## src/rtl/fft_pkg.sv

```systemverilog
// Shared types and address generation for in-place radix-2 FFT stage sequencers.
package fft_pkg;

  typedef enum logic [2:0] {
    IDLE  = 3'd0,
    READ  = 3'd1,
    LATCH = 3'd2,
    ISSUE = 3'd3,
    WAIT  = 3'd4,
    WRITE = 3'd5
  } state_t;

  // Widest address the generator handles; callers keep the low log2(N) bits.
  localparam int fft_aw_max_c = 20;
  localparam logic [fft_aw_max_c-1:0] fft_one_c = 1;

  typedef struct packed {
    logic [fft_aw_max_c-1:0] addr0;
    logic [fft_aw_max_c-1:0] addr1;
    logic [fft_aw_max_c-1:0] tw_addr;
  } fft_addr_t;

  // DIT butterfly k of stage s: partner distance is 2^s, twiddle index is
  // the position inside the group scaled up to the N/2-entry ROM.
  function automatic fft_addr_t fft_addr_gen(input logic [fft_aw_max_c-1:0] k,
                                             input logic [4:0] s,
                                             input logic [4:0] log2_n);
    logic [fft_aw_max_c-1:0] half;
    logic [fft_aw_max_c-1:0] pos;
    logic [fft_aw_max_c-1:0] grp;
    fft_addr_t r;
    half      = fft_one_c << s;
    pos       = k & (half - fft_one_c);
    grp       = k >> s;
    r.addr0   = (grp << (s + 5'd1)) | pos;
    r.addr1   = r.addr0 + half;
    r.tw_addr = pos << (log2_n - 5'd1 - s);
    return r;
  endfunction

endpackage

```

## src/rtl/fft_stage_sequencer.sv

```systemverilog
// Sequences one radix-2 DIT stage over an external dual-port sample RAM,
// one butterfly in flight at a time, writing results back in place.
//
// state | meaning
// IDLE  | waiting for start; illegal stage index flags error and pulses done
// READ  | rd_en with x0/x1 addresses and twiddle index for butterfly k
// LATCH | RAM/ROM data captured into the butterfly operand registers
// ISSUE | bf_x_valid held until the butterfly accepts
// WAIT  | operands held stable until bf_y_valid
// WRITE | wr_en with results; last butterfly ends the stage
module fft_stage_sequencer
  import fft_pkg::*;
#(
  parameter int data_width_p   = 24,
  parameter int nr_of_q_bits_p = 12,
  parameter int fft_n_p        = 1024
) (
  input  logic                        clk,
  input  logic                        rst,
  input  logic                        start,
  input  logic [$clog2(fft_n_p)-1:0]  cr_stage,
  output logic                        busy,
  output logic                        done,
  output logic                        sr_stage_err,
  output logic                        rd_en,
  output logic [$clog2(fft_n_p)-1:0]  rd_addr0,
  output logic [$clog2(fft_n_p)-1:0]  rd_addr1,
  input  logic [data_width_p-1:0]     rd_x0_re,
  input  logic [data_width_p-1:0]     rd_x0_im,
  input  logic [data_width_p-1:0]     rd_x1_re,
  input  logic [data_width_p-1:0]     rd_x1_im,
  output logic [$clog2(fft_n_p)-2:0]  tw_addr,
  input  logic [data_width_p-1:0]     tw_re,
  input  logic [data_width_p-1:0]     tw_im,
  output logic                        bf_x_valid,
  input  logic                        bf_x_ready,
  input  logic                        bf_y_valid,
  output logic [data_width_p-1:0]     bf_x0_re,
  output logic [data_width_p-1:0]     bf_x0_im,
  output logic [data_width_p-1:0]     bf_x1_re,
  output logic [data_width_p-1:0]     bf_x1_im,
  output logic [data_width_p-1:0]     bf_tw_re,
  output logic [data_width_p-1:0]     bf_tw_im,
  input  logic [data_width_p-1:0]     bf_y0_re,
  input  logic [data_width_p-1:0]     bf_y0_im,
  input  logic [data_width_p-1:0]     bf_y1_re,
  input  logic [data_width_p-1:0]     bf_y1_im,
  input  logic                        bf_overflow,
  input  logic                        bf_underflow,
  output logic                        wr_en,
  output logic [$clog2(fft_n_p)-1:0]  wr_addr0,
  output logic [$clog2(fft_n_p)-1:0]  wr_addr1,
  output logic [data_width_p-1:0]     wr_y0_re,
  output logic [data_width_p-1:0]     wr_y0_im,
  output logic [data_width_p-1:0]     wr_y1_re,
  output logic [data_width_p-1:0]     wr_y1_im,
  output logic                        sr_overflow,
  output logic                        sr_underflow
);

  localparam int log2_n_c = $clog2(fft_n_p);
  localparam int kw_c     = log2_n_c - 1;
  localparam logic [log2_n_c-1:0] stage_lim_c = (log2_n_c)'(log2_n_c);
  // Fractional bits only matter inside the butterfly.
  localparam int unused_q_bits_c = nr_of_q_bits_p;

  state_t                  state_q;
  state_t                  state_d;
  logic [kw_c-1:0]         k_q;
  logic [4:0]              s_q;
  logic                    done_q;
  logic                    err_q;
  logic                    ovf_q;
  logic                    udf_q;
  logic [data_width_p-1:0] x0_re_q, x0_im_q, x1_re_q, x1_im_q, tw_re_q, tw_im_q;
  logic [data_width_p-1:0] y0_re_q, y0_im_q, y1_re_q, y1_im_q;
  fft_addr_t               gen;
  logic                    stage_ok;
  logic                    last_bf;
  logic                    unused_addr_bits;

  assign stage_ok = (cr_stage < stage_lim_c);
  assign last_bf  = &k_q;

  // Addresses for the current butterfly from k and the latched stage.
  always_comb begin
    gen = fft_addr_gen((fft_aw_max_c)'(k_q), s_q, 5'(log2_n_c));
  end

  assign unused_addr_bits = &{1'b0, gen.addr0[fft_aw_max_c-1:log2_n_c],
                              gen.addr1[fft_aw_max_c-1:log2_n_c],
                              gen.tw_addr[fft_aw_max_c-1:kw_c]};

  // Address buses are only driven while their strobe is up, so idle and
  // reset leave every bus at zero.
  assign busy       = (state_q != IDLE);
  assign rd_en      = (state_q == READ);
  assign wr_en      = (state_q == WRITE);
  assign bf_x_valid = (state_q == ISSUE);
  assign rd_addr0   = rd_en ? gen.addr0[log2_n_c-1:0] : '0;
  assign rd_addr1   = rd_en ? gen.addr1[log2_n_c-1:0] : '0;
  assign tw_addr    = rd_en ? gen.tw_addr[kw_c-1:0]   : '0;
  assign wr_addr0   = wr_en ? gen.addr0[log2_n_c-1:0] : '0;
  assign wr_addr1   = wr_en ? gen.addr1[log2_n_c-1:0] : '0;

  assign done         = done_q;
  assign sr_stage_err = err_q;
  assign sr_overflow  = ovf_q;
  assign sr_underflow = udf_q;
  assign bf_x0_re = x0_re_q;
  assign bf_x0_im = x0_im_q;
  assign bf_x1_re = x1_re_q;
  assign bf_x1_im = x1_im_q;
  assign bf_tw_re = tw_re_q;
  assign bf_tw_im = tw_im_q;
  assign wr_y0_re = y0_re_q;
  assign wr_y0_im = y0_im_q;
  assign wr_y1_re = y1_re_q;
  assign wr_y1_im = y1_im_q;

  // State register.
  always_ff @(posedge clk or posedge rst) begin
    if (rst) state_q <= IDLE;
    else     state_q <= state_d;
  end

  // Next-state logic.
  always_comb begin
    state_d = state_q;
    case (state_q)
      IDLE:    if (start && stage_ok) state_d = READ;
      READ:    state_d = LATCH;
      LATCH:   state_d = ISSUE;
      ISSUE:   if (bf_x_ready) state_d = WAIT;
      WAIT:    if (bf_y_valid) state_d = WRITE;
      WRITE:   state_d = last_bf ? IDLE : READ;
      default: state_d = IDLE;
    endcase
  end

  // Stage context, operand/result holding and sticky status.
  always_ff @(posedge clk or posedge rst) begin
    if (rst) begin
      k_q     <= '0;
      s_q     <= '0;
      done_q  <= 1'b0;
      err_q   <= 1'b0;
      ovf_q   <= 1'b0;
      udf_q   <= 1'b0;
      x0_re_q <= '0;
      x0_im_q <= '0;
      x1_re_q <= '0;
      x1_im_q <= '0;
      tw_re_q <= '0;
      tw_im_q <= '0;
      y0_re_q <= '0;
      y0_im_q <= '0;
      y1_re_q <= '0;
      y1_im_q <= '0;
    end else begin
      done_q <= 1'b0;
      case (state_q)
        IDLE: begin
          if (start) begin
            if (stage_ok) begin
              s_q   <= 5'(cr_stage);
              k_q   <= '0;
              ovf_q <= 1'b0;
              udf_q <= 1'b0;
              err_q <= 1'b0;
            end else begin
              err_q  <= 1'b1;
              done_q <= 1'b1;
            end
          end
        end
        LATCH: begin
          x0_re_q <= rd_x0_re;
          x0_im_q <= rd_x0_im;
          x1_re_q <= rd_x1_re;
          x1_im_q <= rd_x1_im;
          tw_re_q <= tw_re;
          tw_im_q <= tw_im;
        end
        WAIT: begin
          if (bf_y_valid) begin
            y0_re_q <= bf_y0_re;
            y0_im_q <= bf_y0_im;
            y1_re_q <= bf_y1_re;
            y1_im_q <= bf_y1_im;
            ovf_q   <= ovf_q | bf_overflow;
            udf_q   <= udf_q | bf_underflow;
          end
        end
        WRITE: begin
          if (last_bf) done_q <= 1'b1;
          k_q <= k_q + (kw_c)'(1);
        end
        default: ;
      endcase
    end
  end

endmodule

```

## config.mk

```make
export PLATFORM = sky130hd
export DESIGN_NAME = fft_stage_sequencer
export DESIGN_NICKNAME = d
export VERILOG_FILES = /design/src/rtl/fft_pkg.sv /design/src/rtl/fft_stage_sequencer.sv
export SDC_FILE = /design/constraint.sdc
export NUM_CORES = 1
export LEC_CHECK = 0
export ABC_AREA = 1
export CAP_MARGIN = 20
export CORE_AREA = 8 8 206 208
export DETAILED_ROUTE_END_ITERATION = 8
export DIE_AREA = 0 0 214 216
export GPL_TIMING_DRIVEN = 0
export PLACE_DENSITY_LB_ADDON = 0.15
export SYNTH_ARGS = -nofsm -noshare
export SYNTH_HDL_FRONTEND = slang
export SYNTH_SLANG_ARGS = --single-unit
```

## constraint.sdc

```tcl
create_clock -name clk -period 10.3 [get_ports clk]
set_input_delay 1.03 -clock clk [delete_from_list [all_inputs] [get_ports clk]]
set_output_delay 1.03 -clock clk [all_outputs]
set_load 0.05 [all_outputs]
```

==> results of run 1 <==
## cells in the mapped netlist (7+ instances only)
| master | n | area share [%] |
|---|---|---|
| sky130_fd_sc_hd__nand2_1 | 844 | 26 |
| sky130_fd_sc_hd__dfrtp_1 | 261 | 54 |
| sky130_fd_sc_hd__nor2_1 | 70 | 2.2 |
| sky130_fd_sc_hd__inv_1 | 63 | 2.0 |
| sky130_fd_sc_hd__clkbuf_1 | 46 | 1.4 |
| sky130_fd_sc_hd__nand3_1 | 43 | 1.8 |
| sky130_fd_sc_hd__o21ai_0 | 26 | 1.1 |
| sky130_fd_sc_hd__a21oi_1 | 23 | 0.95 |
| sky130_fd_sc_hd__ha_1 | 19 | 2.0 |
| sky130_fd_sc_hd__buf_2 | 11 | 0.45 |
| sky130_fd_sc_hd__nand3_2 | 10 | 0.83 |
| sky130_fd_sc_hd__nand2_2 | 9 | 0.46 |
| sky130_fd_sc_hd__xor2_1 | 9 | 0.65 |
| sky130_fd_sc_hd__o21ai_1 | 8 | 0.33 |
| sky130_fd_sc_hd__buf_1 | 7 | 0.22 |
| sky130_fd_sc_hd__nor3_1 | 7 | 0.29 |
## layer usage
layer / global-route usage [%] / up-vias / wire [um]
met2: 39.2 / 396 / 26600
met4: 4.53 / 12 / 902
li1: - / 5900 / -
met1: 24.1 / 5756 / 20400
met5: 0 / - / 82
met3: 7.55 / 65 / 4340
## power breakdown
group,switching (mW),internal [mW]
Sequential,0.275,1.49
Clock,0.438,0.653
Combinational,2.98,1.27
Total,3.70,3.42
## flip-flops by register name (all words and copies together), names as in the netlist, 3 cells and up
register / flops
bf_tw_im: 24
state_q: 3
k_q: 9
bf_x0_re: 24
wr_y0_re: 24
wr_y1_im: 24
bf_x0_im: 24
wr_y1_re: 24
bf_tw_re: 24
bf_x1_im: 24
s_q: 5
wr_y0_im: 24
bf_x1_re: 24
## tightest hold or removal path, stage by stage (launching register included)
cell and delay (ns):
sky130_fd_sc_hd__dfrtp_1 0.34, sky130_fd_sc_hd__nand2_1 0.05, sky130_fd_sc_hd__nand2_1 0.04
## worst max-delay path by stage
stage | slack, ns | start | end | depth (start not counted)
after floorplan | 2.09 | rst | bf_tw_im[0] | 1
after global placement | -1.93 | rst | bf_x1_im[19] | 2
after detailed placement | 4.32 | s_q[0] | wr_addr1[8] | 18
after CTS | 3.70 | s_q[0] | wr_addr1[8] | 18
after global routing | 3.29 | s_q[0] | wr_addr1[8] | 18
final | 3.70 | s_q[0] | wr_addr1[8] | 18
## kinds of logic (layout without fill, tap and decap cells)
| family | after synthesis | after routing | synth area share [%] |
|---|---|---|---|
| simple gates | 1007 | 1007 | 33.5 |
| flops | 261 | 261 | 53.9 |
| buf+inv | 142 | 749 | 4.86 |
| compound gates | 88 | 88 | 4.38 |
| mux | 1 | 1 | 0.0826 |
| xor+xnor | 13 | 13 | 1.16 |
| fa+ha+maj | 20 | 20 | 2.13 |
## stage by stage
step / instance area [um2] / TNS [ns] / worst slack (ns) / utilization (%) / power (mW)
2_1_floorplan: 12100 / 0 / 2.09 / - / 4.42
3_3_place_gp: 18300 / -494.45 / -1.93 / 46.7 / 6.03
3_5_place_dp: 18400 / 0 / 4.32 / 46.9 / 6.06
4_1_cts: 19400 / 0 / 3.70 / 49.4 / 7.19
5_1_grt: 19400 / 0 / 3.29 / 49.4 / 7.50
6_report: 19400 / 0 / 3.70 / 49.4 / 7.11
## area by class of cell
class,instances,area share [%]
Sequential cell,261,33.7
Timing Repair Buffer,555,28.9
Multi-Input combinational cell,1129,25.8
Clock buffer,43,4.45
Tap cell,525,3.39
Buffer,70,1.64
Inverter,72,1.43
Clock inverter,9,0.691
==> qor.log, run 1 <==
[timing] Min Clock Period, post-route 6.60 ns
[finish] multi-input combinational cell area 0.00499 mm2
[detailed_routing] Initial DRT Pass Iterations 5
[setup_path] largest incremental delay on the critical path 0.81 ns
[timing] final setup violation count 0
[logic_synthesis] register bit total from synthesis 261
[floorplanning] effective utilization at floorplan 30.9%
[setup_path] kind of cell adding the most delay to the critical path buffers and inverters
[finish] Area Growth Syn to Fin 59.9%
[cts] clock tree from TritonCTS done
[setup_path] worst r2r src state_q[1]
[detailed_routing] Antenna Violating Nets Remaining 0
[timing] share of the clock period used by the worst path after layout 64.1%
[cts] clock insertion delay at the later pin of the skew report 0.56 ns
[finish] area taken by flip-flops and latches 0.00653 mm2
[finish] fraction of final layout cells sized beyond drive strength 1 5.05%
[cts] number of buffers added by the clock tree synthesis step 31
[detailed_routing] total number of vias 12100
[timing] worst clock skew 0.0128 ns
[detailed_routing] violation count after the first detailed-routing iteration 580
[power_and_ir_drop] cell area power density 367 mW/mm2
[finish] number of antenna diodes 0
[worst_hold_path] start point of the worst min-delay path bf_tw_re[1]
[timing] endpoints failing hold 0
[logic_synthesis] synthesized area per cell 7.91 um2
[floorplanning] total core area 0.0392 mm2
[logic_synthesis] Cell variety after synth 54
[setup_path] library cell contributing the largest single delay on the critical path sky130_fd_sc_hd__clkdlybuf4s50_1
[floorplanning] vertical die dimension 216 um
[global_routing] total routing resource utilization after global routing 21.6%
[logic_synthesis] warnings from Yosys 0
[logic_synthesis] dominant register cell in the synthesized netlist sky130_fd_sc_hd__dfrtp_1
[logic_synthesis] sequential cell area fraction in the yosys report 53.9%
[setup_path] Worst EP arrival 5.57 ns
[logic_synthesis] post-synth net total 1809
[cts] clock slew at the register clock pins of the worst setup and hold paths 0.06 ns
[timing] unrepaired setup endpoints after global routing no
[global_routing] number of global-route vias before repair 12200
[global_routing] maximum number of pins on one net before global-route repair 117
[timing] Slew @ Worst Pin 0.839 ns
[cts] clock root buffer master sky130_fd_sc_hd__clkbuf_16
[finish] FILL cells 3725
[global_routing] number of antenna violations at the first check in global routing 6
[worst_hold_path] Min-Delay Path Class reg -> reg
[floorplanning] full die area 0.0462 mm2
[floorplanning] standard-cell row count 73
[detailed_routing] number of design rule violations left after detail routing 0
[finish] most common library cell in the layout ignoring fill and taps sky130_fd_sc_hd__nand2_1
[timing] headroom to the max-slew limit 44.0%
[cts] number of levels the H-tree was split into 1
[logic_synthesis] number of cells produced by synthesis 1532
[setup_path] Worst Reg-to-Reg Cells 7
[logic_synthesis] Async SR Flop Fraction 100%
[floorplanning] die width 214 um
[placed_design] post-detail-place hpwl 41700 um
[cts] post_cts resized 0
[setup_path] capture instance of the worst register-to-register path bf_x1_re[5]
[setup_path] worst-path cell chain inv_1 > buf_2 > buf_1 > ha_1 > buf_2 > clkinv_1 > nand2_1 > a21oi_1 > o32ai_2 > ha_1 > a21oi_1 > nor2_1 > a211oi_1 > nand2_1 > nand2_1 > nand2_1 > nor2_1 > clkdlybuf4s50_1
[setup_path] Worst Path Buf+Inv 6
[placed_design] Cell Count Post-Placement 2612
[setup_path] critical path's most frequent cell sky130_fd_sc_hd__nand2_1
[detailed_routing] via density per instance 4.55
[detailed_routing] average wire per standard cell 19.6 um
[cts] TritonCTS Sinks 261
[timing] maximum operating frequency 0.152 GHz
[finish] final net count 2397
[floorplanning] I/O pins 554
[setup_path] required time at the worst-slack endpoint 9.27 ns
[power_and_ir_drop] leakage component of the power 9.48 nW
[worst_hold_path] Worst Hold Depth 2
[setup_path] Worst setup EP type primary output
[setup_path] startpoint type of the worst setup path register
[setup_path] critical-path maximum fanout 11
[power_and_ir_drop] maximum vdd ir drop 0.212 mV
[outcome] run status finished clean
[finish] most used cells in the layout excluding fill and tap cells sky130_fd_sc_hd__nand2_1 (844), sky130_fd_sc_hd__clkdlybuf4s50_1 (553), sky130_fd_sc_hd__dfrtp_1 (261)
[global_routing] global-route wire length before repair 77900 um
[cts] setup bufs post-CTS 0
[setup_path] startpoint-to-endpoint class of the critical path reg -> out
[worst_hold_path] Endpoint, Worst Hold bf_tw_re[1]
[placed_design] Buffers on Ports 553
[cts] number of buffers on the longest clock path 3
[flow_run] Max-Cap Viols 0
[setup_path] flop-to-flop setup slack 7.52 ns
[finish] final cell count without fillers 2664
[timing] Final Slew Violations 0
[detailed_routing] final wirelength 52300 um
[logic_synthesis] cell area after synthesis 0.0121 mm2
[global_routing] remaining global-route overflow 0
[cts] CTS Hold Bufs 0
[timing] Fin Hold WS 0.465 ns
[logic_synthesis] number of enable-type register cells in the synthesized netlist 0
[placed_design] GPL Wtd Cong 0.899
No activity file was read; power rests on OpenSTA's default activity.
==> run 2, diff against run 1 <==
- CORE_AREA: 8 8 206 208 -> 8 8 210 212
- DIE_AREA: 0 0 214 216 -> 0 0 218 220
- clock period: 10.3 -> 5.5 ns (I/O delays scaled with it)
==> qor.log, run 2 (synthesized netlist as in run 1, its figures left out) <==
[setup_path] capture instance of the worst register-to-register path bf_x1_im[8]
[setup_path] Worst setup EP type primary output
[floorplanning] total core area 0.0406 mm2 [+3.5%]
[setup_path] required time at the worst-slack endpoint 4.95 ns [-4.32 ns]
[setup_path] Worst Reg-to-Reg Cells 7 [unchanged]
[timing] Slew @ Worst Pin 0.735 ns [-0.104 ns]
[setup_path] critical path startpoint s_q[0]
[timing] setup total negative slack 0 ns [unchanged]
[floorplanning] standard-cell row count 74 [+1.4%]
[finish] most common library cell in the layout ignoring fill and taps sky130_fd_sc_hd__nand2_1
[power_and_ir_drop] maximum vdd ir drop 0.382 mV [+80%]
[floorplanning] effective utilization at floorplan 29.9% [-1.0 points]
[finish] most used cells in the layout excluding fill and tap cells sky130_fd_sc_hd__nand2_1 (844), sky130_fd_sc_hd__clkdlybuf4s50_1 (539), sky130_fd_sc_hd__dfrtp_1 (261)
[timing] maximum operating frequency 0.194 GHz
[floorplanning] vertical die dimension 220 um [+1.9%]
[timing] unrepaired setup endpoints after global routing no
[timing] Min Clock Period, post-route 5.16 ns
[global_routing] maximum number of pins on one net before global-route repair 38 [-68%]
[finish] Area Growth Syn to Fin 61.8%
[detailed_routing] Antenna Violating Nets Remaining 0 [unchanged]
[setup_path] flop-to-flop setup slack 2.96 ns [-4.56 ns]
[setup_path] Worst EP arrival 4.61 ns [-0.96 ns]
[detailed_routing] number of design rule violations left after detail routing 0 [unchanged]
[cts] clock tree from TritonCTS done
[global_routing] remaining global-route overflow 0 [unchanged]
[detailed_routing] Initial DRT Pass Iterations 4 [-1]
[cts] TritonCTS Sinks 261 [unchanged]
[placed_design] Buffers on Ports 553 [unchanged]
[floorplanning] I/O pins 554 [unchanged]
[detailed_routing] average wire per standard cell 19.7 um [+0.17%]
[cts] number of buffers on the longest clock path 3 [unchanged]
[global_routing] number of global-route vias before repair 12300 [+0.59%]
[detailed_routing] final wirelength 52900 um [+1.1%]
[detailed_routing] via density per instance 4.45 [-2.2%]
[floorplanning] die width 218 um [+1.9%]
[timing] endpoints failing hold 0 [unchanged]
[floorplanning] full die area 0.0480 mm2 [+3.8%]
[power_and_ir_drop] cell area power density 692 mW/mm2 [+88%]
[timing] worst clock skew 0.0143 ns [+0.00143 ns]
[finish] fraction of final layout cells sized beyond drive strength 1 6.14% [+1.1 points]
[placed_design] GPL Wtd Cong 0.868 [-3.4%]
[setup_path] critical-path maximum fanout 11 [unchanged]
[cts] number of buffers added by the clock tree synthesis step 34 [+9.7%]
[detailed_routing] total number of vias 12000 [-1.3%]
[cts] clock slew at the register clock pins of the worst setup and hold paths 0.06 ns [about the same]
[flow_run] Max-Cap Viols 0 [unchanged]
[setup_path] startpoint-to-endpoint class of the critical path reg -> out
[setup_path] startpoint type of the worst setup path register
[placed_design] post-detail-place hpwl 42900 um [+2.9%]
[power_and_ir_drop] leakage component of the power 9.64 nW [+1.7%]
[global_routing] global-route wire length before repair 77800 um [-0.11%]
[timing] headroom to the max-slew limit 50.8% [+6.8 points]
[setup_path] worst r2r src state_q[1]
[cts] clock root buffer master sky130_fd_sc_hd__clkbuf_16
[finish] final net count 2405 [+0.33%]
[timing] Final Slew Violations 0 [unchanged]
[timing] final setup violation count 0 [unchanged]
[finish] Final Core Density 48.3% [-1.1 points]
[timing] share of the clock period used by the worst path after layout 93.8%
[cts] clock insertion delay at the later pin of the skew report 0.55 ns [about the same]
[setup_path] end point of the critical path wr_addr1[6]
[global_routing] total routing resource utilization after global routing 21.4% [-0.18 points]
[global_routing] number of antenna violations at the first check in global routing 14 [+8]
[outcome] run status finished clean
[worst_hold_path] Min-Delay Path Class in -> async
[detailed_routing] violation count after the first detailed-routing iteration 518 [-11%]
[cts] number of levels the H-tree was split into 2 [+1]
## run 2: worst min path at each step
| stage | start | end | slack (ns) |
|---|---|---|---|
| floorplan | k_q[0] | k_q[0] | 0.53 |
| global placement | bf_tw_re[4] | bf_tw_re[4] | 0.45 |
| detailed placement | bf_x1_im[4] | bf_x1_im[4] | 0.46 |
| CTS | rst | wr_y0_im[2] | 0.33 |
| global route | rst | wr_y0_im[2] | 0.37 |
| finish | rst | wr_y0_im[2] | 0.35 |
## run 2: report_power, final
group          switching (mW)  internal (mW)
registers               0.521           2.79
logic                    5.59           2.39
clock network           0.891           1.38
## run 2: critical path, cell delays in order (launching register included)
cell	delay [ns]
sky130_fd_sc_hd__dfrtp_1	0.43
sky130_fd_sc_hd__inv_2	0.16
sky130_fd_sc_hd__clkbuf_4	0.23
sky130_fd_sc_hd__clkbuf_4	0.24
sky130_fd_sc_hd__ha_1	0.22
sky130_fd_sc_hd__inv_1	0.09
sky130_fd_sc_hd__nor2_4	0.18
sky130_fd_sc_hd__inv_2	0.07
sky130_fd_sc_hd__nand2_1	0.12
sky130_fd_sc_hd__inv_1	0.05
sky130_fd_sc_hd__a21oi_1	0.33
sky130_fd_sc_hd__inv_1	0.09
sky130_fd_sc_hd__ha_1	0.22
sky130_fd_sc_hd__fa_1	0.42
sky130_fd_sc_hd__nand2_1	0.09
sky130_fd_sc_hd__nand2_1	0.05
sky130_fd_sc_hd__nand2_1	0.08
sky130_fd_sc_hd__nand2_2	0.07
sky130_fd_sc_hd__nand3_1	0.09
sky130_fd_sc_hd__nand2_1	0.06
sky130_fd_sc_hd__nand2_1	0.05
sky130_fd_sc_hd__nand2_1	0.08
sky130_fd_sc_hd__nor2_1	0.10
sky130_fd_sc_hd__dlygate4sd2_1	0.54
## run 2: layer usage
layer,track usage (%),share of wire (%)
met3,9.87,10
met2,36.0,49
met5,0,0.20
met1,23.6,37
met4,7.81,3.3
## run 2: final cells by class
cell class                      instances  area (um2)
Antenna cell                            5        12.5
Inverter                               72         278
Tap cell                              532         666
Clock buffer                           52        1020
Buffer                                 69         320
Clock inverter                          7         104
Fill cell                            3979       21000
Timing Repair Buffer                  561        5660
Multi-Input combinational cell       1129        5010
Sequential cell                       261        6530
## run 2: stage by stage
stage | instance area, um2 | setup slack [ns] | hold WS, ns | total power [mW] | std cells
4_1_cts | 19600 | 0.000586 | 0.332 | 13.7 | 2684
5_1_grt | 19600 | 0.0292 | 0.370 | 14.3 | 2686
2_1_floorplan | 12100 | 1.23 | 0.527 | 8.29 | 1532
6_report | 19600 | 0.341 | 0.351 | 13.6 | 2688
3_3_place_gp | 18300 | -0.788 | 0.454 | 11.3 | 2617
3_5_place_dp | 18500 | -0.0143 | 0.457 | 11.4 | 2625
## run 2: what timing repair did
| action | in CTS | in global routing |
|---|---|---|
| setup endpoints to repair | 16 | 16 |
| gates cloned | 0 | 0 |
| resized for setup | 20 | 21 |
| hold buffers | 0 | 0 |
| buffers inserted | 0 | 0 |
